### src/rtl/writeback_controller.sv
// Writeback-stage initiator: buffers execute/memory results in a small FIFO,
// formats the destination value, drives the register-file write port and
// waits for its acknowledge before retiring. Counts retirements and flags a
// lost handshake (sticky).
//
// Handshakes:
//   upstream  : a result is accepted on a posedge where resultValid && resultReady;
//               resultReady depends only on the current fill level (no bypass).
//   reg-file  : writeBackEnable/writeEnable are a one-cycle strobe; writeBackComplete
//               is only sampled while waiting for the acknowledge.
module writeback_controller #(
    parameter int FIFO_DEPTH     = 2,
    parameter int TIMEOUT_CYCLES = 8
) (
    input  logic        clock,
    input  logic        reset,
    input  logic        resultValid,
    output logic        resultReady,
    input  logic [31:0] resultInstruction,
    input  logic [31:0] aluResult,
    input  logic [31:0] memData,
    input  logic [31:0] pcPlus4,
    output logic        writeBackEnable,
    output logic        writeEnable,
    output logic [31:0] instruction,
    output logic [31:0] writeData,
    input  logic        writeBackComplete,
    output logic        retireValid,
    output logic [31:0] retireCount,
    output logic        timeoutError
);

    localparam int PTR_W = $clog2(FIFO_DEPTH);
    localparam int CNT_W = PTR_W + 1;
    localparam int TMR_W = $clog2(TIMEOUT_CYCLES + 1);

    localparam logic [6:0] OPC_OP     = 7'b0110011;
    localparam logic [6:0] OPC_OP_IMM = 7'b0010011;
    localparam logic [6:0] OPC_LUI    = 7'b0110111;
    localparam logic [6:0] OPC_AUIPC  = 7'b0010111;
    localparam logic [6:0] OPC_JAL    = 7'b1101111;
    localparam logic [6:0] OPC_JALR   = 7'b1100111;
    localparam logic [6:0] OPC_LOAD   = 7'b0000011;

    typedef enum logic [1:0] {
        IDLE  = 2'd0,
        ISSUE = 2'd1,
        WAIT  = 2'd2
    } state_t;

    state_t             state, state_next;
    logic [TMR_W-1:0]   timer, timer_next;

    logic [31:0]        fifo_instr [FIFO_DEPTH];
    logic [31:0]        fifo_data  [FIFO_DEPTH];
    logic [FIFO_DEPTH-1:0] fifo_writes;
    logic [PTR_W-1:0]   wr_ptr, rd_ptr;
    logic [CNT_W-1:0]   count;

    logic        push, pop, do_issue, do_retire, do_timeout;
    logic        in_writes;
    logic [31:0] in_data, load_val, mem_shifted;
    logic [15:0] half_sel;
    logic [6:0]  opcode;
    logic [4:0]  rd;
    logic [2:0]  funct3;

    assign opcode      = resultInstruction[6:0];
    assign rd          = resultInstruction[11:7];
    assign funct3      = resultInstruction[14:12];
    assign resultReady = (count < CNT_W'(FIFO_DEPTH));
    assign push        = resultValid && resultReady;

    // Pick the byte/halfword addressed by the load offset.
    assign mem_shifted = memData >> {aluResult[1:0], 3'b000};
    assign half_sel    = aluResult[1] ? memData[31:16] : memData[15:0];

    // Classify the incoming result and format its destination value.
    always_comb begin
        in_writes = 1'b0;
        load_val  = memData;
        in_data   = aluResult;
        case (funct3)
            3'b000:  load_val = {{24{mem_shifted[7]}}, mem_shifted[7:0]};
            3'b001:  load_val = {{16{half_sel[15]}}, half_sel};
            3'b100:  load_val = {24'h0, mem_shifted[7:0]};
            3'b101:  load_val = {16'h0, half_sel};
            default: load_val = memData;
        endcase
        case (opcode)
            OPC_OP, OPC_OP_IMM, OPC_LUI, OPC_AUIPC: in_writes = (rd != 5'd0);
            OPC_JAL, OPC_JALR: begin
                in_writes = (rd != 5'd0);
                in_data   = pcPlus4;
            end
            OPC_LOAD: begin
                in_writes = (rd != 5'd0);
                in_data   = load_val;
            end
            default: in_writes = 1'b0;
        endcase
    end

    // FIFO storage; contents are only read while the entry is valid.
    always_ff @(posedge clock) begin
        if (push) begin
            fifo_instr[wr_ptr]  <= resultInstruction;
            fifo_data[wr_ptr]   <= in_data;
            fifo_writes[wr_ptr] <= in_writes;
        end
    end

    // FIFO pointers and fill level; pointers wrap naturally at FIFO_DEPTH.
    always_ff @(posedge clock or posedge reset) begin
        if (reset) begin
            wr_ptr <= '0;
            rd_ptr <= '0;
            count  <= '0;
        end else begin
            if (push) wr_ptr <= wr_ptr + PTR_W'(1);
            if (pop)  rd_ptr <= rd_ptr + PTR_W'(1);
            case ({push, pop})
                2'b10:   count <= count + CNT_W'(1);
                2'b01:   count <= count - CNT_W'(1);
                default: count <= count;
            endcase
        end
    end

    // State and handshake timer registers.
    always_ff @(posedge clock or posedge reset) begin
        if (reset) begin
            state <= IDLE;
            timer <= '0;
        end else begin
            state <= state_next;
            timer <= timer_next;
        end
    end

    // Next-state logic: issue writers, retire non-writers directly, time out lost acks.
    always_comb begin
        state_next = state;
        timer_next = timer;
        pop        = 1'b0;
        do_issue   = 1'b0;
        do_retire  = 1'b0;
        do_timeout = 1'b0;
        case (state)
            IDLE: begin
                if (count != '0) begin
                    if (fifo_writes[rd_ptr]) begin
                        do_issue   = 1'b1;
                        state_next = ISSUE;
                    end else begin
                        pop       = 1'b1;
                        do_retire = 1'b1;
                    end
                end
            end
            ISSUE: begin
                timer_next = '0;
                state_next = WAIT;
            end
            WAIT: begin
                if (writeBackComplete) begin
                    pop        = 1'b1;
                    do_retire  = 1'b1;
                    state_next = IDLE;
                end else if (timer == TMR_W'(TIMEOUT_CYCLES - 1)) begin
                    pop        = 1'b1;
                    do_timeout = 1'b1;
                    timer_next = '0;
                    state_next = IDLE;
                end else begin
                    timer_next = timer + TMR_W'(1);
                end
            end
            default: state_next = IDLE;
        endcase
    end

    // Registered register-file port, retire pulse/counter and sticky error.
    always_ff @(posedge clock or posedge reset) begin
        if (reset) begin
            writeBackEnable <= 1'b0;
            writeEnable     <= 1'b0;
            instruction     <= '0;
            writeData       <= '0;
            retireValid     <= 1'b0;
            retireCount     <= '0;
            timeoutError    <= 1'b0;
        end else begin
            writeBackEnable <= do_issue;
            writeEnable     <= do_issue;
            retireValid     <= do_retire;
            if (do_issue) begin
                instruction <= fifo_instr[rd_ptr];
                writeData   <= fifo_data[rd_ptr];
            end
            if (do_retire)  retireCount  <= retireCount + 32'd1;
            if (do_timeout) timeoutError <= 1'b1;
        end
    end

endmodule

### config.mk
export PLATFORM = sky130hd
export DESIGN_NAME = writeback_controller
export DESIGN_NICKNAME = d
export VERILOG_FILES = /design/src/rtl/writeback_controller.sv
export SDC_FILE = /design/constraint.sdc
export NUM_CORES = 1
export LEC_CHECK = 0
export BUFFER_PORTS_ARGS = -buffer_cell sky130_fd_sc_hd__buf_4
export CORE_MARGIN = 2
export CORE_UTILIZATION = 42
export CTS_CLUSTER_DIAMETER = 200
export DETAILED_ROUTE_END_ITERATION = 16
export HOLD_SLACK_MARGIN = 0.02
export PLACE_DENSITY_LB_ADDON = 0.05
export SKIP_LAST_GASP = 1
export SLEW_MARGIN = 20
export SYNTH_ARGS = -nofsm -noshare
export SYNTH_HDL_FRONTEND = slang
export SYNTH_SLANG_ARGS = --single-unit
### constraint.sdc
create_clock -name clock -period 5.7 [get_ports clock]
set_input_delay 0.285 -clock clock [delete_from_list [all_inputs] [get_ports clock]]
set_output_delay 0.285 -clock clock [all_outputs]
set_load 0.01 [all_outputs]
## Yosys cells after proc, flatten, opt, wreduce, memory -nomap -nowiden

Memory sizes are Yosys's and may differ from the RTL's. A register that Yosys moved wholly into a read port is not among the register bits.
Cells that the tools add are included.

- Bits in latches: 0
- Input port bits: 132
- Memories kept: 2
- ROM bits: 0
- RAM bits: 128
- Flip-flop bits (word level): 47
- Output and inout port bits: 101

- Reductions and logical operators: 12
- Multiplexer cells: 32
- Equality and inequality tests: 19
- Bitwise operators: 0
- Order comparisons: 4
- Divide/modulo/power cells: 0
- Multiply operators: 0
- Add/sub/neg operators: 6
- Shift-type cells: 1

Memory list:

| name | words | width | read ports | clocked after memory_dff | wr ports | line | text |
|---|---|---|---|---|---|---|---|
| fifo_data | 2 | 32 | 1 | 1 | 1 | 55 | `logic [31:0] fifo_data [FIFO_DEPTH];` |
| fifo_instr | 2 | 32 | 1 | 1 | 1 | 54 | `logic [31:0] fifo_instr [FIFO_DEPTH];` |

Operators with widths:

| operator | number |
|---|---|
| $pmux W32 S4 | 1 |
| $pmux W32 S2 | 1 |
| $add A32 B1 Y32 const B | 1 |
| $shr A32 B5 Y8 | 1 |
| $mux W1 | 16 |
| $mux W16 | 1 |
| $eq A7 B5 Y1 const B | 2 |
| $eq A7 B6 Y1 const B | 2 |
| $eq A7 B7 Y1 const B | 2 |
| $mux W2 | 4 |
| $mux W4 | 2 |
| $pmux W4 S2 | 1 |
| $eq A7 B2 Y1 const B | 1 |
| $reduce_or A7 Y1 | 1 |
| $eq A3 B3 Y1 const B | 2 |
| $ne A2 B2 Y1 const B | 3 |
| $pmux W2 S3 | 1 |
| $reduce_bool A2 Y1 | 3 |
| $reduce_bool A5 Y1 | 1 |
| $add A4 B1 Y4 const B | 1 |
| $eq A2 B1 Y1 const B | 2 |
| $eq A2 B2 Y1 const B | 2 |
| $eq A4 B3 Y1 const B | 1 |
| $lt A1 B2 Y1 const B | 2 |
| other kinds (17) | 20 |

## Depth between registers and ports, before layout

- Depth after elaboration: 7
- Gate-level depth with buffers: 11
- Mapped depth without buffers: 9

## Least setup slack after synthesis

Ideal clock, no wire load.

- Kind: flip-flop to flip-flop
- Start point: register count[1]
- End point: memory fifo_data[0][0], enable pin
- Arrival time: 3.355 ns
- Cell stages (with the launch flop): 4
- Setup time: 0.488 ns
- Setup slack: 1.857 ns
- Cells stage by stage: dfrtp_1 inv_1 nand2_1 nor2_1

- Longest elaborated chain between the ends: 4

RTL lines:

| element | line | text |
|---|---|---|
| start, declared | 58 | `logic [CNT_W-1:0] count;` |
| start signal, assigned | 123 | `2'b10: count <= count + CNT_W'(1);` |
| start signal, assigned | 124 | `2'b01: count <= count - CNT_W'(1);` |
| start signal, assigned | 125 | `default: count <= count;` |
| $lt A2 B2 Y1 | 71 | `assign resultReady = (count < CNT_W'(FIFO_DEPTH));` |
| via resultReady | 18 | `output logic resultReady,` |
| $logic_and A1 B1 Y1 | 72 | `assign push = resultValid && resultReady;` |
| $mux W1 | 106 | `if (push) begin` |
| $mux W1 (not written as such) | 108 | `fifo_data[wr_ptr] <= in_data;` |
| end, declared | 55 |  |

The timed path passes the listed nets, and every way through them passes these cells.

## Worst setup path in the final report

- Start point: register rd_ptr
- End point: register writeData[12] (read register of fifo_data)

- Longest elaborated chain between the ends: 5

RTL lines:

| element | line | text |
|---|---|---|
| start, declared | 57 | `logic [PTR_W-1:0] wr_ptr, rd_ptr;` |
| start signal, assigned | 121 | `if (pop) rd_ptr <= rd_ptr + PTR_W'(1);` |
| $mux W1 (not written as such) (2 in series) | 152 | `if (fifo_writes[rd_ptr]) begin` |
| $mux W1 | 152 |  |
| $mux W1 | 151 | `if (count != '0) begin` |
| $mux W1 | 149 | `case (state)` |
| end, declared | 26 | `output logic [31:0] writeData,` |

Parallel ways exist; a longest one is shown, timed or not. The select of a mux whose other input is x is not followed.
A chain may end at the register's enable or synchronous reset.

==> metrics <==
status complete, no violations; nets 1155; die area 24900 sq um; Pint 4.18 mW; Buf/Inv on CP 3; Antenna Nets Post-Route 0; Psw 1.91 mW; worst-margin pin slew 1.08 ns; worst vdd ir 248 uV; Power Total 6.09 mW; Max Slew Vio Count 0; H-Tree Depth 1; 1st-pass router iterations 4; Worst Hold Class in2reg; Core Util, Final 0.564; number of flops mapped to enable cells by yosys 130; Die W 158 microns; FFs w/ async S/R, synth 0.456; PwrDens 463 nW/um^2; clk_lat worst skew 0.51 ns; die height 158 microns; CP peak stage delay 0.65 ns; post-CTS setup repair buffer count 0; Antenna diodes 0; final hold violations 0; post-CTS sizing 0; Yosys reg bits 239; sequential element share of the synthesized area 0.668; Top Family by Delay on Critical Path buffers and inverters; Detailed Route Iter0 Violations 395; Worst Path Max Fanout 66; initial core utilization 0.426; Setup crit end kind flop; Critical Path Source Type flop; slew margin rel. 0.275; grt ovf 0; switching share of power 0.314; number of remaining DRC errors 0; hold_ws 0.0955 ns; GRT Overall Usage 0.193; Final Wtd Congestion 0.882; CTS root buf clkbuf_16; Num CTS Buffers 26; setup TNS 0 ns; drt total wl 24200 microns; average size of a mapped cell 13.0 sq um; Worst Path Arrival 3.19 ns; Hold Buf Count CTS 31; kind of critical path reg2reg; routed len/inst 17.8 microns; Clk pin slew, worst setup/hold paths 0.06 ns; Clock Sinks 239; Tcrit/Tclk final 0.483; Vias/cell 5.09; largest net degree at the start of global routing 67; Flop pwr share 0.430; Crit path required time 6.14 ns; synth-to-layout area growth 32.4%; number of max-cap violations 0; Final Setup Violations 0; IO Count 233; vias 6918; first-pass GRT wire length 37200 microns; f_max 363 MHz; Netlist Area Pre-Place 9930 sq um; Cell variety after synth 56; CP Cell Sequence mux2_1 > inv_1 > nor4_2 > buf_4 > buf_4 > nor2_1 > a21oi_1; combinational power share 0.295; DP HPWL 16600 microns; RSZ-0062 raised after global routing no; clock group share of total power 0.275; fraction of layout cells with a size suffix above 1 0.286; post-layout min period 2.75 ns; clock skew 0.0105 ns; Post-Syn Instances 766; Top FF cell, synth edfxtp_1; Placeable Area 23300 sq um; DP Cell Count 1280; crit-path most repeated cell buf_4; CTS tree built; Lkg Pwr 5.50 nW; Synth Net Count 901; Final Non-Filler Cells 1359; vias in the first global route 6955; CP max stage cell buf_4; port bufs 232; std cell rows 56; Max clock buf depth 3; antenna violations before repair 0; Yosys warning total 0
[layout make-up]
class / count / area, sq um
Timing Repair Buffer: 270 / 2100
Tap cell: 319 / 399
Clock inverter: 7 / 109
Inverter: 17 / 67.6
Multi-Input combinational cell: 466 / 3080
Fill cell: 1999 / 10200
Sequential cell: 239 / 6640
Clock buffer: 41 / 758
[worst paths after layout]
check / start / endpoint / slack (ns) / cells past startpoint
hold / removal: writeBackComplete / timer[1] / 0.1 / 3
setup reg to reg: rd_ptr / writeData[12] / 2.95 / 7
setup / recovery: rd_ptr / writeData[12] / 2.95 / 7
max in group asynchronous: reset / instruction[22] / 4.03 / 4
min in group asynchronous: reset / instruction[24] / 0.49 / 3
hold reg to reg: timeoutError / timeoutError / 0.48 / 1
[worst min-delay path, stage by stage]
cell,delay [ns]
buf_4,0.13
o211ai_1,0.08
o21ai_0,0.07
[cells in the mapped netlist (all sizes together) (17+ instances only)]
cell type / count / area [sq um]
nor2: 87 / 343
clkbuf: 28 / 105
nand2: 36 / 135
o21ai: 29 / 145
mux2i: 65 / 651
a21oi: 70 / 354
a22oi: 17 / 128
dfrtp: 109 / 2730
xnor2: 23 / 201
nor2b: 17 / 106
edfxtp: 130 / 3900
[per-layer routing]
layer | GRT usage | vias to the layer above | part of all wire
met3 | 0.0490 | 37 | 0.084
met1 | 0.252 | 3289 | 0.42
met5 | 0 | - | 0
met2 | 0.318 | 271 | 0.47
li1 | - | 3321 | -
met4 | 0.0619 | 0 | 0.027
[power groups by stage]
| stage | sequential (mW) | clock, mW | combinational (mW) |
|---|---|---|---|
| 2_1_floorplan | 2.67 | 0 | 1.00 |
| 3_3_place_gp | 2.65 | 0 | 1.77 |
| 3_5_place_dp | 2.66 | 0 | 1.80 |
| 4_1_cts | 2.63 | 1.72 | 1.82 |
| 5_1_grt | 2.68 | 1.80 | 1.99 |
| 6_report | 2.62 | 1.68 | 1.79 |
[state kept, by name (all words and copies together) (netlist names)]
| signal | cells |
|---|---|
| state | 2 |
| rd_ptr | 1 |
| writeData | 32 |
| wr_ptr | 1 |
| timer | 4 |
| fifo_data | 64 |
| count | 2 |
| fifo_instr | 64 |
| writeEnable | 1 |
| retireCount | 32 |
| instruction | 32 |
| fifo_writes | 2 |
| retireValid | 1 |
| timeoutError | 1 |
[per-stage QoR]
stage          area (sq um)  setup slack (ns)
4_1_cts               13200              2.92
3_5_place_dp          12000              2.92
5_1_grt               13200              2.70
6_report              13200              2.95
3_3_place_gp          12000              3.01
2_1_floorplan          9930              1.86
[placed cells by master (no fill, tap or decap), types with 6 or more instances in the layout]
master,n
buf_4,239
edfxtp_1,130
dfrtp_1,108
nor2_1,85
a21oi_1,69
mux2i_1,65
nand2_1,36
dlygate4sd3_1,31
o21ai_0,27
clkbuf_16,27
xnor2_1,23
a22oi_1,17
nor2b_1,16
inv_1,15
a221o_1,15
xor2_1,13
nand3_1,12
clkbuf_1,11
nand4_1,8
nor3_1,8
o22ai_1,8
a221oi_1,8
and3_1,6
[logic make-up (layout without fill, tap and decap cells)]
logic type / Yosys count / in the layout / share of synthesized area
DFF: 239 / 239 / 0.668
and+or+nand+nor: 203 / 203 / 0.103
AOI/OAI and AO/OA: 156 / 156 / 0.0986
muxes: 68 / 68 / 0.0700
buffers and inverters: 61 / 335 / 0.0252
xor gates and xnor gates: 36 / 36 / 0.0317
adders and majority gates: 3 / 3 / 0.00378
Power figures use the tool's default switching activity.
